===== src/rtl/seq_cplx_mult.sv =====
// seq_cplx_mult
//   Signed complex multiplier (ar + j*ai) * (br + j*bi), optionally using conj(b).
//   A single shared NxM signed multiplier is used over four consecutive cycles.
//   Operands are taken on a valid/ready handshake, and the result is held until
//   the downstream side accepts it.
//
//   state | meaning
//   ------+-----------------------------------------------------------------
//   IDLE  | ready for operands (in_ready=1)
//   CALC  | one partial product per cycle, step 0..3
//   DONE  | result presented (out_valid=1), waiting for out_ready
//
//   step | multiplier operands | accumulator update
//   -----+---------------------+--------------------------------------------
//   0    | ar * br             | acc_r  = p
//   1    | ai * bi             | acc_r -= p   (conj: acc_r += p)
//   2    | ar * bi             | acc_i  = p   (conj: acc_i  = -p)
//   3    | ai * br             | acc_i += p

module seq_cplx_mult #(
    parameter int N = 12,
    parameter int M = 13,
    localparam int Q = N + M + 1
) (
    input  logic                clk,
    input  logic                rst_n,
    input  logic                in_valid,
    output logic                in_ready,
    input  logic                conj_b,
    input  logic signed [N-1:0] ar,
    input  logic signed [N-1:0] ai,
    input  logic signed [M-1:0] br,
    input  logic signed [M-1:0] bi,
    output logic                out_valid,
    input  logic                out_ready,
    output logic signed [Q-1:0] pr,
    output logic signed [Q-1:0] pi
);

    localparam logic [1:0] IDLE = 2'd0;
    localparam logic [1:0] CALC = 2'd1;
    localparam logic [1:0] DONE = 2'd2;

    localparam logic [1:0] STEP_LAST = 2'd3;

    logic [1:0]          state;
    logic [1:0]          state_nxt;
    logic [1:0]          step;

    logic signed [N-1:0] ar_q;
    logic signed [N-1:0] ai_q;
    logic signed [M-1:0] br_q;
    logic signed [M-1:0] bi_q;
    logic                conj_q;

    logic signed [Q-1:0] acc_r;
    logic signed [Q-1:0] acc_i;

    logic signed [N-1:0]   mul_a;
    logic signed [M-1:0]   mul_b;
    logic signed [N+M-1:0] prod;
    logic signed [Q-1:0]   prod_ext;

    logic accept;
    logic release_out;

    assign in_ready    = (state == IDLE);
    assign out_valid   = (state == DONE);
    assign accept      = in_valid & in_ready;
    assign release_out = out_valid & out_ready;

    // The accumulators are the result registers. They only change in CALC,
    // so pr/pi remain stable for the whole DONE phase.
    assign pr = acc_r;
    assign pi = acc_i;

    // Select the operand pair for the shared multiplier from the current step
    always_comb begin
        mul_a = ar_q;
        mul_b = br_q;
        case (step)
            2'd0: begin mul_a = ar_q; mul_b = br_q; end
            2'd1: begin mul_a = ai_q; mul_b = bi_q; end
            2'd2: begin mul_a = ar_q; mul_b = bi_q; end
            default: begin mul_a = ai_q; mul_b = br_q; end
        endcase
    end

    // Shared signed multiplier. The product is sign-extended by one bit, which
    // guarantees that the sum of two products cannot wrap.
    always_comb begin
        prod     = mul_a * mul_b;
        prod_ext = {prod[N+M-1], prod};
    end

    // Next-state logic
    always_comb begin
        state_nxt = state;
        case (state)
            IDLE: if (accept)            state_nxt = CALC;
            CALC: if (step == STEP_LAST) state_nxt = DONE;
            DONE: if (release_out)       state_nxt = IDLE;
            default:                     state_nxt = IDLE;
        endcase
    end

    // State register. A reset discards any transaction in flight.
    always_ff @(posedge clk) begin
        if (!rst_n) begin
            state <= IDLE;
        end else begin
            state <= state_nxt;
        end
    end

    // Step counter. It restarts at 0 on every accept.
    always_ff @(posedge clk) begin
        if (!rst_n) begin
            step <= 2'd0;
        end else if (accept) begin
            step <= 2'd0;
        end else if (state == CALC) begin
            step <= step + 2'd1;
        end
    end

    // Capture the operands at accept, so later changes at the inputs are ignored
    always_ff @(posedge clk) begin
        if (!rst_n) begin
            ar_q   <= '0;
            ai_q   <= '0;
            br_q   <= '0;
            bi_q   <= '0;
            conj_q <= 1'b0;
        end else if (accept) begin
            ar_q   <= ar;
            ai_q   <= ai;
            br_q   <= br;
            bi_q   <= bi;
            conj_q <= conj_b;
        end
    end

    // Accumulate the real and imaginary parts, one partial product per cycle
    always_ff @(posedge clk) begin
        if (!rst_n) begin
            acc_r <= '0;
            acc_i <= '0;
        end else if (accept) begin
            acc_r <= '0;
            acc_i <= '0;
        end else if (state == CALC) begin
            case (step)
                2'd0: acc_r <= prod_ext;
                2'd1: acc_r <= conj_q ? (acc_r + prod_ext) : (acc_r - prod_ext);
                2'd2: acc_i <= conj_q ? (-prod_ext) : prod_ext;
                default: acc_i <= acc_i + prod_ext;
            endcase
        end
    end

endmodule


===== config.mk =====
export PLATFORM = sky130hd
export DESIGN_NAME = seq_cplx_mult
export DESIGN_NICKNAME = d
export VERILOG_FILES = /design/src/rtl/seq_cplx_mult.sv
export SDC_FILE = /design/constraint.sdc
export NUM_CORES = 1
export LEC_CHECK = 0
export BUFFER_PORTS_ARGS = -buffer_cell sky130_fd_sc_hd__buf_2
export CAP_MARGIN = 20
export CORE_ASPECT_RATIO = 1.2
export CORE_MARGIN = 2
export CORE_UTILIZATION = 50
export CTS_CLUSTER_DIAMETER = 100
export DETAILED_ROUTE_END_ITERATION = 10
export HOLD_SLACK_MARGIN = 0.02
export MAX_ROUTING_LAYER = met4
export PLACE_DENSITY = 0.71
export REMOVE_ABC_BUFFERS = 1
export SLEW_MARGIN = 20
export SYNTH_ARGS = -nofsm -noshare
export SYNTH_HDL_FRONTEND = slang
export SYNTH_SLANG_ARGS = --single-unit

===== constraint.sdc =====
create_clock -name clk -period 9.7 [get_ports clk]
set_clock_uncertainty 0.1 [all_clocks]
set_input_delay 1.455 -clock clk [delete_from_list [all_inputs] [get_ports clk]]
set_output_delay 1.455 -clock clk [all_outputs]
set_load 0.05 [all_outputs]

== Yosys cells after proc, flatten, opt, wreduce, memory -nomap -nowiden ==
Index checks and enable logic that the tools add are counted.

* Bits in registers: 107
* Input bits: 55

* Mux-type cells: 10
* Eq/ne operators: 8
* Reduce and logical (&&, ||, !) cells: 10
* Multipliers: 1
* Bitwise operators: 4
* Add/subtract/negate cells: 5

{| class="wikitable"
|+ Operators with widths
! kind !! number
|-
| $pmux 26 s2 || 2
|-
| $add 26x25->26 || 2
|-
| $mux 26 || 2
|-
| $neg 25->26 || 1
|-
| $sub 26x25->26 || 1
|-
| $mul 12x13->25 || 1
|-
| $mux 13 || 1
|-
| $mux 12 || 1
|-
| $reduce_or 2->1 || 4
|-
| $eq 2x2->1 const B || 3
|-
| $mux 2 || 3
|-
| $pmux 2 s3 || 1
|-
| $eq 2x1->1 const B || 2
|-
| $logic_not 2->1 || 2
|-
| $ne 2x1->1 const B || 2
|-
| $reduce_and 2->1 || 2
|-
| $reduce_and 3->1 || 1
|-
| $add 2x1->2 const B || 1
|-
| $and 1x1->1 || 2
|-
| $ne 2x2->1 const B || 1
|-
| $not 1->1 || 2
|-
| $reduce_bool 2->1 || 1
|}

== Logic depth before layout (Yosys ltp) ==
Gate-level depths: netlist of run 1.

* Word-level depth: 7
* Depth in mapped cells: 40
* Mapped depth without buffers: 37

== Worst setup path after synthesis of run 1 ==
OpenSTA, ideal clock, no wires.

* Kind: flip-flop to flip-flop
* Start point: register step[0]
* End point: register acc_r[25] (netlist: pr[25])
* Setup slack: 0.442 ns
* Period minus slack after synthesis: 9.258 ns
* Stages on the path, launching flop included: 39
* Arrival time: 9.072 ns
* Cells stage by stage: dfxtp_1 inv_1 ha_1 buf_4 nor2_2 clkbuf_1 mux2i_1 nor2_1 fa_1 inv_1 fa_1 inv_1 fa_1 fa_1 inv_1 fa_1 inv_1 ha_1 [3 not listed] o211ai_1 nor4_1 nand4_1 nor3_2 nor2_1 xor2_1 ha_1 a21o_1 a21o_1 a221oi_1 nand2_1 a21oi_1 a21oi_1 a211o_1 a21oi_1 xnor2_1 xnor2_1 a211oi_1

* Longest elaborated chain between the ends: 7
* Elaborated cells between the ends (all ways): 14
* Classes of those cells: add/sub (2); mul (1); eq/ne (2); mux (4); reduce/logical (5)

{| class="wikitable"
|+ RTL lines
! what !! RTL line !! RTL
|-
| from (decl) || 48 || <nowiki>logic [1:0] step;</nowiki>
|-
| from (signal assigned) || 123 || <nowiki>step <= step + 2'd1;</nowiki>
|-
| $eq 2x2->1, or another cell as far along || 81 || <nowiki>case (step)</nowiki>
|-
| $reduce_or 2->1 (no line) || -- ||
|-
| $mux 12 / $mux 13 (equally long branches) || 81 ||
|-
| $mul 12x13->25 || 92 || <nowiki>prod = mul_a * mul_b;</nowiki>
|-
| $sub 26x25->26 / $add 26x25->26 (equally long branches) || 155 || <nowiki>2'd1: acc_r <= conj_q ? (acc_r + prod_ext) : (acc_r - prod_ext);</nowiki>
|-
| $mux 26 || 155 ||
|-
| $pmux 26 s2 || 153 || <nowiki>case (step)</nowiki>
|-
| to (signal assigned) || 154 || <nowiki>2'd0: acc_r <= prod_ext;</nowiki>
|-
| to (signal assigned) || 155 ||
|-
| to (decl) || 56 || <nowiki>logic signed [Q-1:0] acc_r;</nowiki>
|}

Several ways; a longest one is shown, not always the timed one.
A chain may end at the register's enable or synchronous reset.

== Final worst setup path of run 1 ==
Ends and elaborated chain as after synthesis.

==> results of run 1 <==
critical path, delay by kind of cell, from the launching register on:
kind                     cells  cell delay, ns
AO/OA/AOI/OAI               10            2.20
XOR/XNOR                     3            0.39
adder cells (fa/ha/maj)      8            3.15
buffers and inverters        5            0.55
flip-flops                   1            0.41
multiplexers                 1            0.40
AND/OR/NAND/NOR              8            2.01
Yosys cell counts, types with 3 or more instances:
master / n / area [um2]
o21ai_0: 54 / 270
nor2b_1: 13 / 81.3
or3_1: 11 / 68.8
o31ai_1: 8 / 60.1
a2111o_1: 3 / 33.8
a21oi_1: 98 / 490
a21o_1: 18 / 135
xor2_1: 28 / 245
clkbuf_1: 63 / 236
or2_2: 3 / 18.8
nor3b_1: 3 / 22.5
clkinv_1: 3 / 11.3
o211ai_1: 20 / 150
and3_1: 8 / 50.1
mux2_2: 24 / 270
ha_1: 109 / 1360
and2_1: 12 / 75.1
o21bai_1: 12 / 90.1
dfxtp_1: 107 / 2140
inv_1: 220 / 826
nand2_1: 276 / 1040
o41ai_1: 3 / 26.3
nand4_1: 9 / 56.3
nor3_1: 24 / 120
nor4_1: 4 / 25.0
o22ai_1: 3 / 18.8
mux2i_1: 34 / 340
fa_1: 150 / 3000
xnor2_1: 71 / 622
nand2b_1: 9 / 56.3
a21boi_0: 52 / 390
nand3b_1: 5 / 37.5
nor2_1: 159 / 597
o21a_1: 14 / 105
a22oi_1: 3 / 22.5
a211o_1: 4 / 35.0
a31oi_1: 11 / 68.8
nand3_1: 23 / 115
a211oi_1: 37 / 278
how the worst min path moves through the flow:
stage | from | endpoint | slack [ns] | depth (start not counted)
floorplan | ai_q[11]$_SDFFE_PN0P_ | ai_q[11]$_SDFFE_PN0P_ | 0.34 | 2
global placement | ar_q[2]$_SDFFE_PN0P_ | ar_q[2]$_SDFFE_PN0P_ | 0.35 | 2
detailed placement | br_q[2]$_SDFFE_PN0P_ | br_q[2]$_SDFFE_PN0P_ | 0.36 | 2
CTS | br_q[2]$_SDFFE_PN0P_ | br_q[2]$_SDFFE_PN0P_ | 0.37 | 2
global route | pi[18]$_SDFFE_PP0P_ | pi[18]$_SDFFE_PP0P_ | 0.40 | 2
finish | br_q[2]$_SDFFE_PN0P_ | br_q[2]$_SDFFE_PN0P_ | 0.36 | 2
routing by layer:
| layer | routed length, um | vias to the layer above | share of wire |
|---|---|---|---|
| met5 | 0 | - | 0 |
| met4 | 1360 | 0 | 0.037 |
| met3 | 1300 | 80 | 0.036 |
| met2 | 17900 | 318 | 0.49 |
| met1 | 15900 | 5813 | 0.44 |
| li1 | - | 5959 | - |
area by class of cell:
cell class,count,share of cell area
clock buffer,11,0.0157
clock inverter,3,0.00308
inverter,223,0.0543
multi-input combinational,1351,0.701
sequential,107,0.139
tap,379,0.0308
timing repair buffer,147,0.0562
per-stage QoR:
stage	setup slack (ns)	hold slack, ns
finish	0.400	0.362
global route	-0.0159	0.400
CTS	0.182	0.367
detailed placement	0.191	0.357
global placement	0.469	0.353
floorplan	0.0117	0.340
cell families (layout without fill, tap and decap cells):
| logic type | after synthesis | in the layout |
|---|---|---|
| compound gates | 360 | 360 |
| buf+inv | 289 | 384 |
| simple gates | 573 | 573 |
| fa+ha+maj | 259 | 259 |
| mux | 60 | 60 |
| xor+xnor | 99 | 99 |
| flops | 107 | 107 |
registers in the layout, summed over array words and instances (netlist names):
name / cells
pr: 26
state: 2
br_q: 13
ai_q: 12
ar_q: 12
step: 2
pi: 26
bi_q: 13
conj_q: 1
where the power goes:
part,internal [uW],switching [uW]
logic,475,715
clock network,207,188
registers,462,19.6
total,1140,922
repair_timing:
item	CTS	global route
resized for setup	0	15
hold buffers	0	0
setup endpoints to repair	0	4
setup buffers	0	7
==> metrics, run 1 <==
Fin. Hold Viols 0; setup_tns 0 ns; Die Y between 150 and 200 um; reg2reg end pr[25]$_SDFFE_PP0P_; Ports approximately 110; n_diodes 0; area post-placement 0.0150 mm2; Synth Area in Compound Gates 0.169; GRT Max-Usage Layer met2; GRT overflow 0; routability cong. about 0.9; Detailed Routing Iterations Pass 1 5; register area ~0.0021 mm2; antenna viol nets, final 0; die area between 0.02 and 0.03 mm2; post-synthesis register bit count around 110; R2R Setup Slk 0.40 ns; GR met3 Demand/Resource 0.0253; DR DRC count 0; asr flop ratio synth 0; Syn Area/Cell ~8.0 um2; leakage around 0.0071 uW; FMAX approximately 0.11 GHz; chip width 157 um; Rows 67; Final Setup Violations 0; CTS tree done; initial antenna violation count 0; Post-DP HPWL 28900 um; multi-input logic area roughly 0.011 mm2; Final Slew Violations 0; largest net degree at the start of global routing 56; Critical path origin step[0]$_SDFFE_PP0P_; GR Util met2 0.453; Port Buf Inserts between 100 and 150; Least-Margin Pin Slew ~1.0 ns; Cells after DPL approximately 2200; clk buf depth 2; Adder-Cell Fraction of Synth Area 0.313; detailed router's first-iteration violation count between 700 and 800; Power Total 2070 uW; fin crit period between 9 and 10 ns; crit share post-route 0.959; Pwr Density 134 mW/mm2; H-tree levels 3; Reg2Reg Depth 35; initial core utilization 0.503; status complete, no violations; CP max stage delay 0.56 ns; crit path capture pr[25]$_SDFFE_PP0P_; Post-synth EDFFs 0; Primary FF master, synth dfxtp_1; r2r startpoint step[0]$_SDFFE_PP0P_; fin cells 2221; Syn Std Cell Area between 0.01 and 0.015 mm2; clock sinks between 100 and 150; XOR/XNOR Fraction of Synth Area 0.0621; vias in the first global route 12300; Fillers roughly 2700; Syn-to-layout area delta 10.4%; kind of end point of the critical path register; GRT Overall Usage 0.265; Vias 12200; WS Path Type reg2reg; CTS root buf clkbuf_16; routed length per instance around 16 um; core area ~0.028 mm2; startpoint type of the worst setup path register; Final Instance Area 0.0154 mm2; slowest CP cell or4b_1; post-layout utilization of the core 0.556; warnings from Yosys 0; Rel. slew slack 0.320; Post-Route WL between 30000 and 40000 um; Clock Latency Late Sink between 0.3 and 0.4 ns; Max-Cap Viols 0; WP data required just under 10 ns; met1 Track Usage GR 0.324; Crit Path Max Fanout 19; most common cell after layout, fill and taps aside nand2_1; Seq/Total Area, Yosys 0.153; fraction of layout cells with a size suffix above 1 0.116; CTS clk-pin slew, worst paths ~0.080 ns; Post-Synth Simple-Gate Area 0.179; # nets final between 2000 and 2500; post-synthesis cell type count 70; Num CTS Buffers 9; Worst VDD drop approximately 0.00012 V; post-synthesis mux area share 0.0453; worst hold path class reg2reg; crit path DAT ~9.5 ns; Gate Count Post-Synth 1747; Vias/cell approximately 5.5; first-pass GRT wire length around 60000 um; main combinational cell family by area after synthesis adder cells; most frequent cells in the layout nand2_1 (275), inv_1 (220), nor2_1 (157), fa_1 (150), buf_2 (108)
Note: power is estimated with default switching activity, not from simulation.
==> run 2: changes to the inputs <==
CORE_MARGIN = default   (was 2)
REMOVE_ABC_BUFFERS = default   (was 1)
==> metrics, run 2 (same netlist as run 1, synthesis figures left out) <==
status complete, no violations (unchanged); core area 0.0273 mm2 (was 0.0277 mm2); multi-input logic area 0.0108 mm2 (about the same); WP data required 9.89 ns (about the same); routed length per instance 16.7 um (was 16.4 um); post-layout utilization of the core 0.563 (was 0.556); Setup WS pre-CTS 0.266 ns (was 0.191 ns); most common cell after layout, fill and taps aside nand2_1 (unchanged); leakage 0.00711 uW (was 0.00712 uW); Num CTS Buffers 9 (unchanged); Hold-fix buffers, CTS 0 (unchanged); H-tree levels 3 (unchanged); DR DRC count 0 (unchanged); initial antenna violation count 0 (unchanged); setup ws final 0.377 ns (was 0.400 ns); CTS tree done (unchanged); Port Buf Inserts 108 (unchanged); Mapped Nets ~2100; crit share post-route 0.961 (was 0.959); Crit Path Max Fanout 26 (was 19); Pwr Density 135 mW/mm2 (was 134 mW/mm2); antenna viol nets, final 0 (unchanged); Final Setup Violations 0 (unchanged); first-pass GRT wire length 59800 um (was 60800 um); clock sinks 107 (unchanged); r2r startpoint step[0]$_SDFFE_PP0P_ (unchanged); Least-Margin Pin Slew 0.888 ns (was 1.02 ns); chip width 155 um (was 157 um); WS Path Type reg2reg (unchanged); Detailed Routing Iterations Pass 1 6 (was 5); vias in the first global route 12100 (was 12300); most frequent cells in the layout nand2_1 (275), inv_1 (220), nor2_1 (157), fa_1 (150) (was nand2_1 (275), inv_1 (220), nor2_1 (157), fa_1 (150), buf_2 (108)); Fillers 2590 (was 2673); fraction of layout cells with a size suffix above 1 0.112 (was 0.116); Vias/cell 5.60 (was 5.48); clk buf depth 2 (unchanged); worst hold start ar_q[11]$_SDFFE_PN0P_ (was br_q[2]$_SDFFE_PN0P_); Syn-to-layout area delta 9.83% (was 10.4%); initial core utilization 0.513 (was 0.503); Final Slew Violations 0 (unchanged); n_diodes 0 (unchanged); CP max stage delay 0.60 ns (was 0.56 ns); FMAX 0.107 GHz (was 0.108 GHz); Rows 66 (was 67); slowest CP cell mux2i_1 (was or4b_1); Post-DP HPWL 28800 um (was 28900 um); Fin. Hold Viols 0 (unchanged); die area 0.0286 mm2 (was 0.0293 mm2); Max-Cap Viols 0 (unchanged); kind of end point of the critical path register (unchanged); detailed router's first-iteration violation count 764 (was 729); GRT overflow 0 (unchanged); Rel. slew slack 0.403 (was 0.320); fin crit period 9.32 ns (was 9.30 ns); # nets final 2148 (was 2153); CTS root buf clkbuf_16 (unchanged); register area 0.00214 mm2 (unchanged); Clock Latency Late Sink 0.38 ns (was 0.37 ns); GRT Overall Usage 0.271 (was 0.265); startpoint type of the worst setup path register (unchanged); Worst VDD drop 0.0000798 V (was 0.000116 V); worst hold path class reg2reg (unchanged); largest net degree at the start of global routing 56 (unchanged); crit path DAT 9.51 ns (was 9.49 ns); Critical path origin step[0]$_SDFFE_PP0P_ (unchanged); Die Y 185 um (was 187 um); Ports 109 (unchanged); Vias 12200 (about the same); CTS clk-pin slew, worst paths 0.09 ns (was 0.08 ns); Post-Route WL 36400 um (about the same); routability cong. 0.936 (was 0.924)
-- run 2: layout make-up --
cell class / count / area share
Inverter: 223 / 0.0546
Clock inverter: 6 / 0.00644
Timing Repair Buffer: 142 / 0.0529
Clock buffer: 9 / 0.0147
Multi-Input combinational cell: 1351 / 0.704
Tap cell: 340 / 0.0277
Sequential cell: 107 / 0.140
-- run 2: through the flow --
stage               hold WS (ns)  setup TNS, ns  instance area, um2  power, uW  std cells
finish                     0.367              0               15300       2070       2178
global route               0.399       -0.00732               15300       2220       2178
detailed placement         0.358              0               14900       1640       2161
global placement           0.357              0               14900       1610       2161
floorplan                  0.340              0               14000       1370       1747
CTS                        0.369              0               15300       2050       2176
-- run 2: what timing repair did --
action	in CTS	in global routing
resized for setup	0	11
buffers inserted	0	2
endpoints found under the setup margin	0	3
-- run 2: worst paths after layout --
check,depth (start not counted),to,slack [ns]
max,32,pr[25]$_SDFFE_PP0P_,0.38
min,2,ar_q[11]$_SDFFE_PN0P_,0.37
min reg2reg,2,ar_q[11]$_SDFFE_PN0P_,0.37
max reg2reg,32,pr[25]$_SDFFE_PP0P_,0.38
-- run 2: worst max-delay path, delay by kind of cell, from the launching register on --
family | cells | cell delay [ns]
AOI/OAI and AO/OA | 10 | 2.07
buffers and inverters | 4 | 0.39
adders and majority gates | 8 | 3.42
and+or+nand+nor | 6 | 1.81
xor gates and xnor gates | 3 | 0.41
muxes | 1 | 0.60
DFF | 1 | 0.41
-- run 2: layer usage --
| metal | GRT usage | wire [um] |
|---|---|---|
| met1 | 0.327 | 15900 |
| met2 | 0.464 | 17500 |
| met3 | 0.0299 | 1620 |
| met4 | 0.107 | 1320 |
| met5 | - | 0 |
-- run 2: power by group --
group / switching [uW] / total [uW] / leakage, uW / internal (uW)
clock network: 200 / 408 / 0.000156 / 208
registers: 19.5 / 482 / 0.000873 / 462
logic: 718 / 1180 / 0.00608 / 462
total: 938 / 2070 / 0.00711 / 1130
